--- src/rtl/apb_cmd_master.sv ---
// APB initiator: turns a valid/ready command stream into APB SETUP/ACCESS transfers
// and returns read data or a timeout flag on a valid/ready response channel.
//
// state  | meaning
// -------+----------------------------------------------------------------
// IDLE   | no transfer in flight, cmd_ready=1
// SETUP  | psel=1, penable=0 for one cycle, wait counter cleared
// ACCESS | psel=1, penable=1, waiting for pready or timeout
// RESP   | rsp_valid=1 held until rsp_ready; may accept the next command
module apb_cmd_master #(
    parameter int ADDR_WIDTH = 32,
    parameter int DATA_WIDTH = 32,
    parameter int TIMEOUT    = 16
) (
    input  logic                  pclk,
    input  logic                  preset,
    input  logic                  cmd_valid,
    output logic                  cmd_ready,
    input  logic                  cmd_write,
    input  logic [ADDR_WIDTH-1:0] cmd_addr,
    input  logic [DATA_WIDTH-1:0] cmd_wdata,
    output logic                  rsp_valid,
    input  logic                  rsp_ready,
    output logic [DATA_WIDTH-1:0] rsp_rdata,
    output logic                  rsp_timeout,
    output logic                  psel,
    output logic                  penable,
    output logic                  pwrite,
    output logic [ADDR_WIDTH-1:0] paddr,
    output logic [DATA_WIDTH-1:0] pwdata,
    input  logic                  pready,
    input  logic [DATA_WIDTH-1:0] prdata
);

    localparam int CW = (TIMEOUT < 1) ? 1 : $clog2(TIMEOUT + 1);
    localparam logic [CW-1:0] CNT_LAST = CW'((TIMEOUT < 1) ? 0 : TIMEOUT - 1);
    localparam logic [CW-1:0] CNT_MAX  = '1;

    typedef enum logic [1:0] {
        IDLE   = 2'd0,
        SETUP  = 2'd1,
        ACCESS = 2'd2,
        RESP   = 2'd3
    } state_t;

    state_t        state;
    logic [CW-1:0] wait_cnt;
    logic          accept;
    logic          timeout_hit;

    // In RESP the next command can ride the same edge that retires the response.
    assign cmd_ready   = (state == IDLE) || ((state == RESP) && rsp_ready);
    assign accept      = cmd_valid && cmd_ready;
    assign timeout_hit = (TIMEOUT != 0) && (wait_cnt == CNT_LAST);

    always_ff @(posedge pclk) begin
        if (preset) begin
            state       <= IDLE;
            psel        <= 1'b0;
            penable     <= 1'b0;
            pwrite      <= 1'b0;
            paddr       <= '0;
            pwdata      <= '0;
            rsp_valid   <= 1'b0;
            rsp_rdata   <= '0;
            rsp_timeout <= 1'b0;
            wait_cnt    <= '0;
        end else begin
            case (state)
                IDLE: begin
                    if (accept) begin
                        pwrite <= cmd_write;
                        paddr  <= cmd_addr;
                        pwdata <= cmd_wdata;
                        psel   <= 1'b1;
                        state  <= SETUP;
                    end
                end
                SETUP: begin
                    penable  <= 1'b1;
                    wait_cnt <= '0;
                    state    <= ACCESS;
                end
                ACCESS: begin
                    // pready is checked first so it wins over a same-cycle timeout.
                    if (pready) begin
                        psel        <= 1'b0;
                        penable     <= 1'b0;
                        rsp_valid   <= 1'b1;
                        rsp_rdata   <= pwrite ? '0 : prdata;
                        rsp_timeout <= 1'b0;
                        state       <= RESP;
                    end else if (timeout_hit) begin
                        psel        <= 1'b0;
                        penable     <= 1'b0;
                        rsp_valid   <= 1'b1;
                        rsp_rdata   <= '0;
                        rsp_timeout <= 1'b1;
                        state       <= RESP;
                    end else if (wait_cnt != CNT_MAX) begin
                        wait_cnt <= wait_cnt + 1'b1;
                    end
                end
                RESP: begin
                    if (rsp_ready) begin
                        rsp_valid <= 1'b0;
                        if (cmd_valid) begin
                            pwrite <= cmd_write;
                            paddr  <= cmd_addr;
                            pwdata <= cmd_wdata;
                            psel   <= 1'b1;
                            state  <= SETUP;
                        end else begin
                            state <= IDLE;
                        end
                    end
                end
                default: state <= IDLE;
            endcase
        end
    end

endmodule
--- config.mk ---
export PLATFORM = sky130hd
export DESIGN_NAME = apb_cmd_master
export DESIGN_NICKNAME = d
export VERILOG_FILES = /design/src/rtl/apb_cmd_master.sv
export SDC_FILE = /design/constraint.sdc
export NUM_CORES = 1
export LEC_CHECK = 0
export BUFFER_PORTS_ARGS = -buffer_cell sky130_fd_sc_hd__buf_2
export CORE_MARGIN = 4
export CORE_UTILIZATION = 40
export DETAILED_ROUTE_END_ITERATION = 10
export HOLD_SLACK_MARGIN = 0.03
export PLACE_DENSITY = 0.8
export SLEW_MARGIN = 40
export SYNTH_ARGS = -nofsm -noshare
export SYNTH_HDL_FRONTEND = slang
export SYNTH_SLANG_ARGS = --single-unit
--- constraint.sdc ---
create_clock -name pclk -period 1.9 [get_ports pclk]
set_clock_uncertainty 0.2 [all_clocks]
set_input_delay 0.095 -clock pclk [delete_from_list [all_inputs] [get_ports pclk]]
set_output_delay 0.095 -clock pclk [all_outputs]
set_load 0.02 [all_outputs]
### Word level (Yosys, flattened, before mapping)

Index checks and enable logic that the tools add are counted.

| operators by class | value |
|---|---|
| reductions and logical operators | 16 |
| multiplexer cells | 37 |
| add/sub/neg operators | 1 |
| equal/unequal tests | 12 |

Operator list:

| kind | number |
|---|---|
| $mux W32 | 9 |
| $pmux W32 S2 | 2 |
| $mux W5 | 3 |
| $mux W1 | 13 |
| $ne A2 B2 Y1 const B | 6 |
| $pmux W5 S2 | 1 |
| $mux W2 | 4 |
| $pmux W2 S4 | 1 |
| $reduce_and A4 Y1 | 2 |
| $reduce_bool A2 Y1 | 4 |
| $pmux W1 S2 | 3 |
| $reduce_and A3 Y1 | 2 |
| $add A5 B1 Y5 const B | 1 |
| $eq A5 B4 Y1 const B | 1 |
| $ne A5 B5 Y1 const B | 1 |
| $reduce_and A5 Y1 | 1 |
| $eq A2 B2 Y1 const B | 2 |
| $reduce_and A2 Y1 | 2 |
| $ne A3 B3 Y1 const B | 1 |
| $pmux W1 S3 | 1 |
| $reduce_bool A3 Y1 | 1 |
| $eq A2 B1 Y1 const B | 1 |
| $logic_and A1 B1 Y1 | 2 |
| $logic_not A2 Y1 | 1 |
| $logic_or A1 B1 Y1 | 1 |

| word-level totals | value |
|---|---|
| word-level logic and storage cells | 76 |
| input bits | 102 |
| flip-flop bits (word level) | 108 |
| output and inout port bits | 102 |

### Longest topological paths before layout

| logic depth | value |
|---|---|
| depth in word-level cells | 6 |
| depth in mapped cells | 8 |
| depth with buffers taken out | 7 |

### Least setup slack after synthesis

Ideal clock, no wire load.

| timing path | value |
|---|---|
| kind | register to register |
| from | register wait_cnt[0] |
| to | register wait_cnt[4] |
| stages on the path, launching flop included | 7 |
| arrival | 1.693 ns |
| path slack | -0.121 ns |
| path buffers | 0 |
| clock period less this slack | 2.021 ns |
| setup time | 0.128 ns |
| data required time | 1.572 ns |
| cells stage by stage | dfxtp_1 -> ha_1 -> and3_1 -> ha_1 -> or4b_1 -> a31oi_1 -> nor2_1 |

| on the way | value |
|---|---|
| cells in the longest elaborated chain, start to end | 5 |
| elaborated cells between the ends (all ways) | 10 |
| classes of those cells | add/sub (1); eq/ne (4); mux (4); reduce/logical (1) |

Ends and longest elaborated chain:

| item | line | source |
|---|---|---|
| start, declared | 47 | `logic [CW-1:0] wait_cnt;` |
| start signal, assigned | 101 | `wait_cnt <= wait_cnt + 1'b1;` |
| $add A5 B1 Y5 | 101 |  |
| $mux W5 | 100 | `end else if (wait_cnt != CNT_MAX) begin` |
| $mux W5 | 93 | `end else if (timeout_hit) begin` |
| $mux W5 | 86 | `if (pready) begin` |
| $pmux W5 S2 | 69 | `case (state)` |

Several ways; a longest one is shown, not always the timed one. The select of a mux whose other input is x is not followed.
A chain may end at the register's enable or synchronous reset.

### Worst setup path after layout

| timing path | value |
|---|---|
| from | register wait_cnt[1] |
| to | register wait_cnt[3] |

The elaborated chain is that of the path after synthesis.

==> results.py <==
metrics = {
    "synth": {
        "syn-num-nets": 573,
        "ys.flop_type": "dfxtp_1",
        "yosysSeqAreaShare_pct": 55.2,
        "synth-seq-cells": 108,
        "syn_avg_cell_area_um2": 8.45,
        "synth_area_mm2": 0.00392,
        "synthesis.instances": 464,
        "async_flop_share_pct": 0,
        "synth_cell_types": 33,
        "synth-edff-count": 0,
        "yosysWarnings": 0,
    },
    "min_path": {
        "whs_endpoint": "wait_cnt[4]$_SDFFE_PP0P_",
        "min_path_cells": 2,
        "hold_path.class": "primary input to flop",
        "min_from": "preset",
    },
    "cells_and_area": {
        "fin_cells": 898,
        "layout_common_cells": "buf_2, nand2_1, dfxtp_1",
        "area_growth_syn_to_layout_pct": 64.8,
        "nNetsFinal": 873,
        "antennaDiodeCount": 0,
        "fillers": 704,
        "final_common_cell": "buf_2",
        "utilization_pct": 68.9,
        "drive_above_1_share_pct": 33.7,
    },
    "placed_design": {
        "gp_congestion": 0.750,
        "hpwl_um": 7850,
        "place.port_buffers": 203,
        "pre_cts_slack_ps": -117,
        "dp_cells": 775,
    },
    "floorplan": {
        "die_h_um": 107,
        "start_util_pct": 41.8,
        "rows": 35,
        "die_x_um": 107,
        "coreArea_mm2": 0.00937,
        "ioPinCount": 204,
        "dieArea_mm2": 0.0114,
    },
    "worst_setup_path": {
        "cp.required_ps": 1950,
        "critical_path_class": "flop to flop",
        "crit_arrival_ps": 2040,
        "crit_path_end_kind": "flop",
        "start_kind": "flop",
        "crit_fanout": 6,
        "reg2regPathDepth": 8,
        "reg2reg_slack_ps": -90,
        "r2r_end": "wait_cnt[3]$_SDFFE_PP0P_",
        "r2r-start": "wait_cnt[1]$_SDFFE_PP0P_",
    },
    "power_and_ir_drop": {
        "peakVddDrop_v": 0.000601,
        "leakagePower_uw": 0.00297,
        "total_power_uw": 7110,
        "powerDensity_mw_per_mm2": 1100,
    },
    "sta": {
        "setup_slack_ps": -94.8,
        "max_slew_margin_pct": 53.5,
        "drv_slew": 0,
        "finalSetupViolations": 7,
        "fin_crit_ps": 1990,
        "hold_viol": 0,
        "fmax_mhz": 501,
        "fin_setup_tns_ps": -328,
        "rsz0062_at_grt": "yes",
        "tightestPinTransition_ps": 697,
        "fin_crit_sh_pct": 105,
    },
    "status": {
        "violations": "setup timing",
        "outcome": "complete, but fails checks",
    },
    "drt": {
        "firstDrtPassIters": 5,
        "first_iter_violations": 275,
        "drc": 0,
        "drt_wl_total_um": 13100,
        "num_vias": 4435,
        "routedWlPerCell_um": 14.5,
        "antenna_left": 0,
        "avgViaCountPerCell": 4.94,
    },
    "clocking": {
        "cts_max_level": 3,
        "clk_pin_slew_ps": 90,
        "tritoncts": "yes",
        "clk_path_buf_depth": 2,
        "insertion_delay_ps": 350,
        "cts_buffers": 9,
        "clock-sinks": 108,
        "root_buffer": "clkbuf_8",
    },
    "job": {
        "timing.max_cap.violations": 0,
    },
    "global_routing": {
        "grt_use_total_pct": 21.9,
        "overflow": 0,
        "grt_max_degree": 65,
        "grt_antenna_before_repair": 0,
        "grt_pass1_wl_um": 20300,
        "grt_pass1_vias": 4391,
    },
}
[cell type report]
class | instances | area (um2) | area share [%]
Timing Repair Buffer | 322 | 2250 | 34.9
Sequential cell | 108 | 2170 | 33.5
Multi-Input combinational cell | 319 | 1670 | 25.8
Tap cell | 129 | 161 | 2.50
Clock buffer | 11 | 151 | 2.34
Clock inverter | 5 | 42.5 | 0.659
Inverter | 4 | 15.0 | 0.233
[registers in the layout, indices dropped and copies added, names as in the netlist]
name,cells
rsp_rdata,32
psel,1
wait_cnt,5
rsp_valid,1
pwdata,32
rsp_timeout,1
paddr,32
pwrite,1
state,2
penable,1
[power by group]
group          internal (uW)  switching [uW]  total [uW]
sequential              2660             214        2870
clock                    564             772        1340
combinational           1200            1700        2900
[per-layer routing]
metal	wire (um)	up-vias	GRT usage, %
li1	-	2139	-
met3	1040	44	5.24
met2	6710	239	39.7
met4	433	0	10.0
met5	0	-	0
met1	4870	2013	24.0
[Yosys cell counts, types with 3 or more instances]
master    instances  area (um2)
nand2_1         136         510
dfxtp_1         108        2160
a21oi_1          73         365
nor2_1           40         150
a22oi_1          32         240
clkbuf_1         13        48.8
buf_2            12        60.1
buf_4             7        52.6
ha_1              7        87.6
inv_1             4        15.0
nand2b_1          4        25.0
o21ai_0           3        15.0
[logic make-up (layout without fill, tap and decap cells)]
logic type / count (synthesis) / in the layout / synth area share [%]
DFF: 108 / 108 / 55.2
adders and majority gates: 7 / 7 / 2.23
buffers and inverters: 38 / 342 / 4.69
and+or+nand+nor: 192 / 193 / 19.7
muxes: 2 / 2 / 0.543
xor gates and xnor gates: 2 / 2 / 0.447
AOI/OAI and AO/OA: 115 / 115 / 17.2
[per-stage QoR]
step	area, um2	hold slack (ps)
2_1_floorplan	3960	31.0
5_1_grt	6460	61.9
4_1_cts	6380	45.2
3_5_place_dp	5160	141
6_report	6460	48.6
3_3_place_gp	5150	135
[critical path, cell delays in order (launching register included)]
cell,delay [ps]
dfxtp_2,350
ha_4,150
and3_4,180
ha_4,180
buf_4,140
nor4b_4,320
nand4_1,140
xor2_1,170
nor2_1,50
[timing repair]
item / in CTS / in global routing
hold buffers: 100 / 0
gates resized for setup: 4 / 5
setup buffers: 2 / 3
endpoints found under the setup margin: 23 / 63
gates cloned: 0 / 2
hold endpoints to repair: 102 / 0
pin swaps: 5 / 4
[worst max-delay path by stage]
stage                                        start                         end  slack (ps)  depth (start not counted)
after floorplan           wait_cnt[1]$_SDFFE_PP0P_       state[0]$_SDFFE_PP0P_          30                          7
after global placement       state[0]$_SDFFE_PP0P_  rsp_rdata[30]$_SDFFE_PP0P_        -220                          6
after detailed placement  wait_cnt[1]$_SDFFE_PP0P_       state[0]$_SDFFE_PP0P_        -120                          7
after CTS                 wait_cnt[1]$_SDFFE_PP0P_    wait_cnt[4]$_SDFFE_PP0P_         -60                          6
after global routing      wait_cnt[1]$_SDFFE_PP0P_    wait_cnt[3]$_SDFFE_PP0P_        -190                          8
final                     wait_cnt[1]$_SDFFE_PP0P_    wait_cnt[3]$_SDFFE_PP0P_         -90                          8
No activity file was read; power rests on OpenSTA's default activity.
